==> config.mk <==
export PLATFORM = sky130hd
export DESIGN_NAME = mem_bus_arbiter
export DESIGN_NICKNAME = d
export VERILOG_FILES = /design/src/rtl/mem_bus_arbiter.sv
export SDC_FILE = /design/constraint.sdc
export NUM_CORES = 1
export LEC_CHECK = 0
export BUFFER_PORTS_ARGS = -buffer_cell sky130_fd_sc_hd__buf_2
export CORE_MARGIN = 4
export CORE_UTILIZATION = 30
export DETAILED_ROUTE_END_ITERATION = 7
export SLEW_MARGIN = 0
export SYNTH_ARGS = -nofsm -noshare
export SYNTH_HDL_FRONTEND = slang
export SYNTH_SLANG_ARGS = --single-unit
==> constraint.sdc <==
create_clock -name clk -period 2 [get_ports clk]
set_input_delay 0.3 -clock clk [delete_from_list [all_inputs] [get_ports clk]]
set_output_delay 0.3 -clock clk [all_outputs]
set_load 0.05 [all_outputs]
==> src/rtl/mem_bus_arbiter.sv <==
// Two-requester (instruction fetch / data) arbiter onto one memory port, one transaction in flight.
// Optional macro MEM_ARB_RR_EN: round-robin on collisions instead of fixed data-side priority.
module mem_bus_arbiter #(
    parameter int AW = 32
) (
    input  logic          clk,
    input  logic          rst,
    input  logic          i_req,
    input  logic [AW-1:0] i_addr,
    output logic          i_addr_ok,
    output logic          i_data_ok,
    output logic [31:0]   i_rdata,
    input  logic          d_req,
    input  logic          d_wr,
    input  logic [1:0]    d_size,
    input  logic [3:0]    d_wstrb,
    input  logic [AW-1:0] d_addr,
    input  logic [31:0]   d_wdata,
    output logic          d_addr_ok,
    output logic          d_data_ok,
    output logic [31:0]   d_rdata,
    output logic          m_req,
    output logic          m_wr,
    output logic [1:0]    m_size,
    output logic [3:0]    m_wstrb,
    output logic [AW-1:0] m_addr,
    output logic [31:0]   m_wdata,
    input  logic          m_addr_ok,
    input  logic          m_data_ok,
    input  logic [31:0]   m_rdata,
    output logic          busy
);
    typedef enum logic [1:0] {IDLE, ADDR, WAIT} state_t;

    state_t state, state_nx;
    logic   owner;      // 0 = instruction side, 1 = data side
    logic   take;
    logic   grant_d;

    assign take = (state == IDLE) && (i_req || d_req);

`ifdef MEM_ARB_RR_EN
    logic last_d;

    // On a collision the side that did not win last time goes first.
    assign grant_d = d_req && (!i_req || !last_d);

    always_ff @(posedge clk or negedge rst) begin
        if (!rst)      last_d <= 1'b0;
        else if (take) last_d <= grant_d;
    end
`else
    assign grant_d = d_req;
`endif

    always_ff @(posedge clk or negedge rst) begin
        if (!rst) state <= IDLE;
        else      state <= state_nx;
    end

    always_ff @(posedge clk or negedge rst) begin
        if (!rst) begin
            owner   <= 1'b0;
            m_wr    <= 1'b0;
            m_size  <= 2'd0;
            m_wstrb <= 4'd0;
            m_addr  <= '0;
            m_wdata <= 32'd0;
        end else if (take) begin
            owner <= grant_d;
            if (grant_d) begin
                m_wr    <= d_wr;
                m_size  <= d_size;
                m_wstrb <= d_wstrb;
                m_addr  <= d_addr;
                m_wdata <= d_wdata;
            end else begin
                m_wr    <= 1'b0;
                m_size  <= 2'd2;
                m_wstrb <= 4'd0;
                m_addr  <= i_addr;
                m_wdata <= 32'd0;
            end
        end
    end

    always_comb begin
        state_nx  = state;
        m_req     = 1'b0;
        i_addr_ok = 1'b0;
        d_addr_ok = 1'b0;
        i_data_ok = 1'b0;
        d_data_ok = 1'b0;
        case (state)
            IDLE: if (take) state_nx = ADDR;
            ADDR: begin
                m_req = 1'b1;
                if (m_addr_ok) begin
                    i_addr_ok = !owner;
                    d_addr_ok = owner;
                    // Completion in the accept cycle skips WAIT entirely.
                    if (m_data_ok) begin
                        i_data_ok = !owner;
                        d_data_ok = owner;
                        state_nx  = IDLE;
                    end else begin
                        state_nx  = WAIT;
                    end
                end
            end
            WAIT: begin
                if (m_data_ok) begin
                    i_data_ok = !owner;
                    d_data_ok = owner;
                    state_nx  = IDLE;
                end
            end
            default: state_nx = IDLE;
        endcase
    end

    assign busy    = (state != IDLE);
    // Read data is a pass-through; forced low only while reset is asserted.
    assign i_rdata = rst ? m_rdata : 32'd0;
    assign d_rdata = rst ? m_rdata : 32'd0;
endmodule

==> impl_metrics.csv <==
group,metric,value,unit
timing,fin_crit_sh,0.966,
synthesis,synthFlopType,"dfrtp_1",
run_status,outcome,"finished clean",
clocking,clk_pin_slew,0.06,ns
placed_design,dp_hpwl,9.28,mm
timing,tightestPinTransition,0.674,ns
synthesis,synth_cell_types,19,
synthesis,synth_edf_count,0,
detailed_routing,drt_first_pass_iters,4,
synthesis,syn_area,0.00366,mm²
worst_setup_path,cp-end-kind,"primary output",
clocking,numCtsBuffers,9,
worst_setup_path,worstPathMaxFanout,3,
clocking,clock_path_buffers,2,
placed_design,gp_congestion,0.805,
synthesis,syn_nets,548,
detailed_routing,vias,3597,
detailed_routing,wl_per_cell,15.0,µm
placed_design,io_buffers,281,
global_routing,grt_max_degree,70,
synthesis,syn_inst,403,
global_routing,grt_use_total,0.163,
synthesis,ys_seq_area_frac,0.506,
cells_and_area,area_delta_synth_final,46.4,%
placed_design,dp_slack,0.249,ns
floorplanning,start_util,0.306,
power,ir_drop,763,µV
global_routing,grt_pass1_vias,3628,
global_routing,antenna_found_initial,1,
clocking,cts_sinks,74,
floorplanning,row_count,40,
synthesis,synth_compound_area_frac,0.0492,
synthesis,yosys.area_share.simple,0.236,
synthesis,yosysWarnings,0,
global_routing,grt_pass1_wl,18.4,mm
worst_setup_path,worstSetupStartpointType,"flop",
global_routing,overflow,0,
floorplanning,die_area,0.0140,mm²
detailed_routing,viasPerCell,4.51,
clocking,htree_num_levels,3,
clocking,clk_latency,0.32,ns
timing,setup_slack,0.0673,ns
timing,setup_viol,0,
clocking,cts_tree,"done",
power,fin_total_pwr,9.95,mW
timing,finalMaxSlewViolations,0,
timing,slew_headroom,0.550,
timing,hold_viol_final,0,
worst_setup_path,startpoint,"state[0]",
timing,fin_worst_skew,0.00277,ns
synthesis,avgSynthCellArea,9.09,µm²
synthesis,synth_mux_area_frac,0.0933,
clocking,cts_root_buffer,"clkbuf_16",
cells_and_area,drive_above_1_share,0.482,
floorplanning,coreArea,0.0120,mm²
detailed_routing,antenna_left,0,
power,p_leak,3.16,nW
detailed_routing,route.detailed.drc,0,
detailed_routing,drt-initial-drc-count,106,
floorplanning,die_x,118,µm
worst_setup_path,critPathKind,"flop to primary output",
cells_and_area,diodes,0,
detailed_routing,drt-total-wl,11.9,mm
synthesis,synth_fa_ha_area_frac,0.0137,
worst_setup_path,timing.rr.start,"state[0]",
synthesis,synth-xor-area-share,0,
worst_setup_path,worstPathRequired,1.70,ns
floorplanning,io_pins,282,
synthesis,synth_top_family_by_area,"simple AND/OR/NAND/NOR gates",
min_path,hold_path_class,"primary input to async pin",
power,powerDensity,1860,mW/mm²
floorplanning,chipHeight,118,µm
synthesis,synth_seq_cells,74,
cells_and_area,fin_nets,791,
flow_run,cap_violations,0,
synthesis,async_reset_ff_frac,1.00,
timing,timing.final.crit_period,1.93,ns
timing,fmax,517,MHz
worst_setup_path,arrival,1.63,ns
per-layer routing:
layer  track usage  routed length [µm]
met5             0                  13
met4        0.0377                  97
met3        0.0388                 776
met2         0.309                6500
met1         0.183                4530
where the power goes:
group | switching (mW) | internal [mW]
clock | 0.611 | 0.988
sequential | 0.407 | 2.24
combinational | 4.41 | 1.28
total | 5.43 | 4.52
worst max-delay path, stage by stage (launching register included):
cell and delay, ns:
dfrtp_1 0.41, inv_1 0.11, ha_1 0.32, nand2_2 0.10, nor3b_4 0.19, buf_6 0.18
synth_stat cells (all sizes together), types with 2 or more instances:
cell type	instances	area [µm²]
mux2i	33	330
inv	5	18.8
nand2	114	428
ha	4	50.1
buf	42	293
o21ai	34	170
nor2b	2	12.5
nor2	2	7.51
clkbuf	17	63.8
dfrtp	74	1850
and2	33	206
nand3	38	190
cell families after synthesis:
| family | Yosys count |
|---|---|
| buffers and inverters | 64 |
| AND/OR/NAND/NOR | 192 |
| adder cells (fa/ha/maj) | 4 |
| flip-flops | 74 |
| multiplexers | 34 |
| AO/OA/AOI/OAI | 35 |
what timing repair did:
item,CTS,global route
hold buffers,1,0
gates cloned,0,0
endpoints found under the hold margin,8,0
setup buffers,0,1
setup endpoints to repair,2,3
resized for setup,4,5
state kept, by name (all words and copies together) (netlist names):
signal / count
m_wdata: 32
state: 2
owner: 1
m_wstrb: 4
m_size: 2
m_addr: 32
m_wr: 1
stage by stage:
stage / cells / util / area (µm²) / setup TNS [ns] / hold WS (ns)
4_1_cts: 796 / 0.446 / 5340 / 0 / 0.148
6_report: 797 / 0.448 / 5360 / 0 / 0.150
3_5_place_dp: 780 / 0.420 / 5020 / 0 / 0.230
5_1_grt: 797 / 0.448 / 5360 / -0.0132 / 0.184
2_1_floorplan: 403 / - / 3690 / -0.0844 / 0.00441
3_3_place_gp: 780 / 0.420 / 5020 / 0 / 0.224
layout make-up:
| class | count | area, µm² |
|---|---|---|
| Multi-Input combinational cell | 265 | 1490 |
| Inverter | 5 | 18.8 |
| Timing Repair Buffer | 291 | 1520 |
| Clock inverter | 5 | 55.1 |
| Clock buffer | 10 | 239 |
| Tap cell | 147 | 184 |
| Fill cell | 1203 | 6600 |
| Sequential cell | 74 | 1850 |
path summary, 6_finish.rpt:
path,end,slack (ns),cells after the start
setup / recovery,d_data_ok,0.07,5
hold / removal,m_wdata[30],0.15,2
setup reg to reg,state[0],0.30,4
hold reg to reg,m_wdata[12],0.47,2
max in group asynchronous,m_addr[25],1.10,2
min in group clk,m_wstrb[2],0.20,3
placed cells by master (no fill, tap or decap):
master,instances
clkinv_2,2
clkbuf_8,1
and2_1,33
nor2b_1,1
ha_1,3
buf_4,10
buf_2,277
dfrtp_1,74
clkinvlp_4,2
nor3_4,1
nor2_1,1
dlygate4sd3_1,1
nand3_1,38
nor2b_2,1
buf_12,2
nand2_2,1
a222oi_1,1
nor2_2,1
mux2_1,1
inv_1,4
clkbuf_16,9
o21ai_4,1
mux2i_1,33
bufinv_16,1
nor3b_4,1
and3_1,1
ha_4,1
inv_2,1
buf_6,1
o21ai_0,33
nand2_1,113
(Power assumes the default switching activity.)
